===== config.mk =====
export PLATFORM = sky130hd
export DESIGN_NAME = reset_sequencer
export DESIGN_NICKNAME = d
export VERILOG_FILES = /design/src/rtl/rstc_pkg.sv /design/src/rtl/rstc_dcount.sv /design/src/rtl/reset_sequencer.sv
export SDC_FILE = /design/constraint.sdc
export NUM_CORES = 1
export LEC_CHECK = 0
export CORE_MARGIN = 2
export CORE_UTILIZATION = 46
export CTS_BUF_LIST = sky130_fd_sc_hd__clkbuf_4 sky130_fd_sc_hd__clkbuf_8 sky130_fd_sc_hd__clkbuf_16
export DETAILED_ROUTE_END_ITERATION = 10
export GPL_ROUTABILITY_DRIVEN = 0
export PLACE_DENSITY = 0.78
export REMOVE_ABC_BUFFERS = 1
export SLEW_MARGIN = 40
export SYNTH_ARGS = -nofsm -noshare
export SYNTH_HDL_FRONTEND = slang
export SYNTH_SLANG_ARGS = --single-unit

===== constraint.sdc =====
create_clock -name rstc_clk -period 1.4 [get_ports rstc_clk]
set_input_delay 0.14 -clock rstc_clk [delete_from_list [all_inputs] [get_ports rstc_clk]]
set_output_delay 0.14 -clock rstc_clk [all_outputs]
set_load 0.01 [all_outputs]

===== src/rtl/rstc_pkg.sv =====
// Shared types and constants for the reset sequencer.
package rstc_pkg;

    localparam int CNT_W       = 4;   // hold/stagger down-counter width
    localparam int RCNT_W      = 8;   // accepted control-unit request counter width
    localparam int HOLD_DEF    = 8;
    localparam int STAGGER_DEF = 2;

    typedef enum logic [2:0] {
        S_POR     = 3'd0,
        S_HOLD    = 3'd1,
        S_REL_MEM = 3'd2,
        S_REL_DP  = 3'd3,
        S_RUN     = 3'd4
    } rstc_state_t;

endpackage


===== src/rtl/rstc_dcount.sv =====
// Loadable down-counter that stops at zero; exposes only the zero flag.
module rstc_dcount
    import rstc_pkg::*;
(
    input  logic             clk,
    input  logic             rst_n,
    input  logic             load,
    input  logic [CNT_W-1:0] load_val,
    output logic             zero
);

    logic [CNT_W-1:0] cnt;

    // Load has priority; otherwise count down and park at zero.
    always_ff @(posedge clk) begin
        if (!rst_n)
            cnt <= '0;
        else if (load)
            cnt <= load_val;
        else if (cnt != '0)
            cnt <= cnt - 1'b1;
    end

    assign zero = (cnt == '0);

endmodule


===== src/rtl/reset_sequencer.sv =====
// Staged reset release: memory, then datapath, then fetch/PC, with a
// minimum hold after any reset cause and a saturating request counter.
module reset_sequencer
    import rstc_pkg::*;
#(
    parameter int HOLD_CYCLES    = HOLD_DEF,
    parameter int STAGGER_CYCLES = STAGGER_DEF
) (
    input  logic              rstc_clk,
    input  logic              rstc_rst_n,
    input  logic              rstc_por_sel,
    input  logic              rstc_por_rst,
    input  logic              rstc_cu_rst_req,
    output logic              rstc_mem_rst,
    output logic              rstc_dp_rst,
    output logic              rstc_pc_rst,
    output logic              rstc_ready,
    output logic [RCNT_W-1:0] rstc_rst_cnt
);

    localparam logic [CNT_W-1:0] HOLD_LD    = CNT_W'(HOLD_CYCLES - 1);
    localparam logic [CNT_W-1:0] STAGGER_LD = CNT_W'(STAGGER_CYCLES - 1);

    rstc_state_t      state, next_state;
    logic             por, cnt_zero, cnt_load;
    logic [CNT_W-1:0] cnt_val;
    logic             mem_n, dp_n, pc_n, rdy_n, cu_hit;

    assign por = rstc_por_sel | rstc_por_rst;

    // State register.
    always_ff @(posedge rstc_clk) begin
        if (!rstc_rst_n)
            state <= S_POR;
        else
            state <= next_state;
    end

    // Next state: POR beats a control-unit request everywhere.
    always_comb begin
        next_state = S_POR;
        if (!por) begin
            case (state)
                S_POR:     next_state = S_HOLD;
                S_HOLD:    next_state = (cnt_zero && !rstc_cu_rst_req) ? S_REL_MEM : S_HOLD;
                S_REL_MEM: next_state = rstc_cu_rst_req ? S_HOLD : (cnt_zero ? S_REL_DP : S_REL_MEM);
                S_REL_DP:  next_state = rstc_cu_rst_req ? S_HOLD : (cnt_zero ? S_RUN : S_REL_DP);
                S_RUN:     next_state = rstc_cu_rst_req ? S_HOLD : S_RUN;
                default:   next_state = S_POR;
            endcase
        end
    end

    // Counter control: a request seen while holding restarts the hold window.
    always_comb begin
        cnt_load = 1'b0;
        cnt_val  = '0;
        if (next_state == S_HOLD && (state != S_HOLD || rstc_cu_rst_req)) begin
            cnt_load = 1'b1;
            cnt_val  = HOLD_LD;
        end else if ((next_state == S_REL_MEM && state != S_REL_MEM) ||
                     (next_state == S_REL_DP  && state != S_REL_DP)) begin
            cnt_load = 1'b1;
            cnt_val  = STAGGER_LD;
        end else if (next_state == S_POR) begin
            cnt_load = 1'b1;
        end
    end

    rstc_dcount u_dcount (
        .clk      (rstc_clk),
        .rst_n    (rstc_rst_n),
        .load     (cnt_load),
        .load_val (cnt_val),
        .zero     (cnt_zero)
    );

    // Output decode from the next state so the registered outputs track state.
    always_comb begin
        mem_n  = 1'b1;
        dp_n   = 1'b1;
        pc_n   = 1'b1;
        rdy_n  = 1'b0;
        cu_hit = (next_state == S_HOLD) &&
                 (state == S_REL_MEM || state == S_REL_DP || state == S_RUN);
        case (next_state)
            S_REL_MEM: mem_n = 1'b0;
            S_REL_DP: begin
                mem_n = 1'b0;
                dp_n  = 1'b0;
            end
            S_RUN: begin
                mem_n = 1'b0;
                dp_n  = 1'b0;
                pc_n  = 1'b0;
                rdy_n = 1'b1;
            end
            default: ;
        endcase
    end

    // Output registers and saturating request counter.
    always_ff @(posedge rstc_clk) begin
        if (!rstc_rst_n) begin
            rstc_mem_rst <= 1'b1;
            rstc_dp_rst  <= 1'b1;
            rstc_pc_rst  <= 1'b1;
            rstc_ready   <= 1'b0;
            rstc_rst_cnt <= '0;
        end else begin
            rstc_mem_rst <= mem_n;
            rstc_dp_rst  <= dp_n;
            rstc_pc_rst  <= pc_n;
            rstc_ready   <= rdy_n;
            if (cu_hit && rstc_rst_cnt != '1)
                rstc_rst_cnt <= rstc_rst_cnt + 1'b1;
        end
    end

endmodule


# Word level (Yosys, flattened, before mapping)
# Index checks and enable logic that the tools add are counted.
# word_totals
wordCells,59
ff_bits,19
# op_classes
reduce_logical,18
n_addsub,2
bitwise,1
muxes,19
n_eq_ne,12
# op_table
op,n
$mux 3,5
$pmux 3 s5,1
$eq 3x2->1 const B,4
$mux 1,9
$add 8x1->8 const B,1
$mux 4,2
$ne 8x8->1 const B,1
$eq 3x1->1 const B,2
$eq 3x3->1 const B,2
$logic_and 1x1->1,6
$logic_not 3->1,2
$ne 3x2->1 const B,2
$logic_not 4->1,1
$logic_or 1x1->1,4
$mux 2,2
$reduce_bool 4->1,1
$sub 4x1->4 const B,1
$ne 3x1->1 const B,1
$reduce_or 3->1,1
$reduce_bool 2->1,1
$reduce_or 2->1,1
$logic_not 1->1,1
$or 1x1->1,1

# Logic depth before layout (Yosys ltp)
# depth
depth_word,11
mapped_depth,6
ltp_nobuf,6

# Cells and area by module
# Synthesis repeated with hierarchy kept, for this count alone.
# hier_totals
hier_cells,125
area_unflattened_um2,1094.8
# modules_own_cells
mod,n_inst,cells_per_inst,area_each_um2
reset_sequencer,1,102,864.6
rstc_dcount,1,23,230.2

# Worst setup path after synthesis
# Ideal clock, no wire load.
# synth_timing
kind,flip-flop to flip-flop
from,register rstc_rst_cnt[0]
to,register rstc_rst_cnt[3]
required_time_ps,1330
synth_period_minus_slack_ps,1524
arrival_ps,1454
path_buffers,1
setup_slack_ps,-124
path_stages_with_launch,6
path_cell_list,dfxtp_1 > ha_1 > and4_1 > clkbuf_1 > or4_1 > a21oi_1
# synth_via
elab_chain_cells,2
# synth_rtl
element,line,rtl
from (decl),reset_sequencer.sv:18,output logic [RCNT_W-1:0] rstc_rst_cnt
from (signal assigned),reset_sequencer.sv:116,rstc_rst_cnt <= rstc_rst_cnt + 1'b1;
"parallel branches: the longest is 2 deep, another holds $add 8x1->8",n/a,
# Parallel ways; which one is timed is not known.
# A chain may end at the register's enable or synchronous reset.

# Worst setup path in the final report
# layout_timing
from,register state[1]
to,register rstc_rst_cnt[7]
# layout_via
elab_chain_cells,6
# layout_rtl
element,line,rtl
from (decl),reset_sequencer.sv:24,"rstc_state_t state, next_state;"
from (signal assigned),reset_sequencer.sv:36,state <= next_state;
"$eq 3x3->1, or another cell as far along","reset_sequencer.sv:43, reset_sequencer.sv:85",
$pmux 3 s5,reset_sequencer.sv:43,case (state)
$mux 3,reset_sequencer.sv:42,if (!por) begin
$eq 3x1->1,reset_sequencer.sv:84,cu_hit = (next_state == S_HOLD) &&
$logic_and 1x1->1 (*),reset_sequencer.sv:84,
$logic_and 1x1->1 (*),reset_sequencer.sv:115,if (cu_hit && rstc_rst_cnt != '1)
# Mark *: on every way between the ends. The rest lies on a longest branch, timed or not.

==> impl_metrics.yaml <==
setup_path:
  crit_required_ps: 1640
  cp-start-kind: "flip-flop"
  cp-end-kind: "flip-flop"
  critPathMaxFanout: 6
  path_cells: "nor3b_4 -> o211ai_4 -> or4_4 -> a21oi_2"
  critical_path_class: "reg2reg"
  crit_arrival_ps: 1750
  slowest_stage: "or4_4"
  slowest_delay_ps: 520
grt:
  grt_usage: 0.227
  grt_max_degree: 12
  met3_usage: 0.0536
  overflow: 0
  grt_first_pass_wirelength_mm: 4.44
  busiest_layer: "met2"
  antenna_found_initial: 0
  grt_use_met2: 0.399
  grt_pass1_vias: 1036
  use_met1: 0.274
routing:
  num_vias: 1115
  wl_mm: 3.02
  drt_iter0_drc: 19
  ant_nets: 0
  drt-wirelength-per-cell_microns: 15.5
  drc: 0
  via_per_inst: 5.72
  drt_first_pass_iters: 4
clock_network:
  clk_latency_ps: 300
  clk_pin_slew_ps: 110
  cts_buffer_depth: 2
  root_buffer: "clkbuf_4"
  htree_levels: 1
  cts_buffers: 3
  cts_tree: "done"
  cts.sinks: 19
yosys:
  synth_commonest_cells: "dfxtp_1 (19), nand2_1 (12), a21oi_1 (9)"
  yosys_warnings: 0
  synth.avg_cell_area_sq_um: 8.58
  yosys.area.top_type: "dfxtp_1"
  synth_most_common_cell: "dfxtp_1"
  synth_area_leaders: "dfxtp_1 (38%), a21oi_1 (4.5%), nand2_1 (4.5%), ha_1 (3.7%), o21ai_0 (3.5%)"
  synthArstFlopShare: 0
  synth_edf_count: 0
  synth.distinct_cells: 37
  synthCells: 117
  synth_top_area_frac: 0.379
  syn_area_sq_um: 1000
  synth-seq-area-share: 0.379
  ys_ff_latch: 19
  ys.flop_type: "dfxtp_1"
timing:
  maxSlewViolCount: 0
  hold_viol_final: 0
  finalWorstPathRequiredPeriod_ps: 1510
  finalSetupViolCount: 11
  clock.fmax_ghz: 0.664
  min_period_over_period: 1.08
  worst_hold_slack_ps: 522
  rsz0062_at_grt: "yes"
  skew_ps: 3.32
  worst_pin_slew_ps: 348
  worst_slack_ps: -106
  slew_headroom: 0.767
final_layout:
  drive_gt1_frac: 0.429
  final_nets: 177
  design_area_sq_um: 1600
  multi_input_area_sq_um: 682
  seq_area_sq_um: 395
  fill_cells: 130
  areaGrowthSynthToFinish_pct: 59.1
  num_antenna_cells: 0
  fin_util: 0.798
  fin_cells: 195
hold_path:
  hp-class: "reg2reg"
power_and_ir_drop:
  p_per_area_nw_per_um2: 646
  ir_drop_mv: 0.559
  leakagePower_nw: 0.644
run:
  drv_cap: 0
placed_design:
  dpl.cell_count: 184
  post_dp_cell_area_sq_um: 1390
  io_buffers: 16
  post-dp-hpwl_mm: 1.92
  pre_cts_ws_ps: -366
run_status:
  violations: "negative setup slack"
  status: "complete, but fails checks"
floorplanning:
  ios: 17
  rows: 16
  die-width_microns: 50.7
  die_y_microns: 50.7
  core_sq_um: 2000
  initial_utilization: 0.501
  dieArea_sq_um: 2570
## cells by family after synthesis
kind of cell    after synthesis  share of synthesized area
xor+xnor                      4                     0.0349
compound gates               29                      0.188
mux                           3                     0.0299
flops                        19                      0.379
simple gates                 47                      0.273
buf+inv                      11                     0.0474
fa+ha+maj                     4                     0.0474
## critical path, delay by kind of cell (launching register included)
family	cells	cell delay (ps)
AOI/OAI and AO/OA	2	290
and+or+nand+nor	2	780
DFF	1	370
## state kept, by name, summed over array words and instances (netlist names)
register	count
state	3
rstc_pc_rst	1
rstc_rst_cnt	8
u_dcount.cnt	4
rstc_dp_rst	1
rstc_mem_rst	1
rstc_ready	1
## path summary, 6_finish.rpt
check / startpoint / to / slack, ps / depth (start not counted)
min: rstc_rst_cnt[7] / rstc_rst_cnt[7] / 520 / 2
max reg2reg: state[1] / rstc_rst_cnt[7] / -110 / 4
min reg2reg: rstc_rst_cnt[7] / rstc_rst_cnt[7] / 520 / 2
max: state[1] / rstc_rst_cnt[7] / -110 / 4
## what timing repair did
action / CTS / global route
setup buffers: 3 / 4
pin swaps: 11 / 12
hold buffers: 0 / 0
gates resized for setup: 24 / 24
gates cloned: 0 / 0
endpoints found under the setup margin: 22 / 17
## power breakdown
part | switching (mW) | internal (mW)
logic | 0.0965 | 0.102
registers | 0.00784 | 0.546
clock network | 0.172 | 0.107
total | 0.276 | 0.755
## metal layers
metal  share of wire  up-vias
li1                -      527
met1            0.41      549
met2            0.53       30
met3           0.038        9
met4           0.021        0
met5               0        -
## stage by stage
stage,power (mW),setup TNS [ps]
3_3_place_gp,0.710,-1740
2_1_floorplan,0.637,-714
3_5_place_dp,0.715,-2600
6_report,1.03,-567
4_1_cts,1.01,-207
5_1_grt,1.09,-1410
## area by class of cell
type / instances / area share
clock inverter: 1 / 0.00313
timing repair buffer: 52 / 0.273
sequential: 19 / 0.248
tap: 27 / 0.0212
clock buffer: 3 / 0.0141
inverter: 6 / 0.0141
multi-input combinational: 87 / 0.427
## cells in the final DEF (no fill, tap or decap), types with 3 or more instances in the layout
cell and instances:
a21oi_1 6, a21oi_2 3, buf_4 33, buf_6 3, clkbuf_4 3, clkdlybuf4s50_1 8, dfxtp_1 11, dfxtp_2 6
dlygate4sd2_1 7, inv_1 4, mux2i_1 3, nand2_1 10, nand2b_1 4, nand3_1 4, nor2_1 5, nor3_1 4
o21ai_0 6, xor2_1 3
Note: power is estimated with default switching activity, not from simulation.
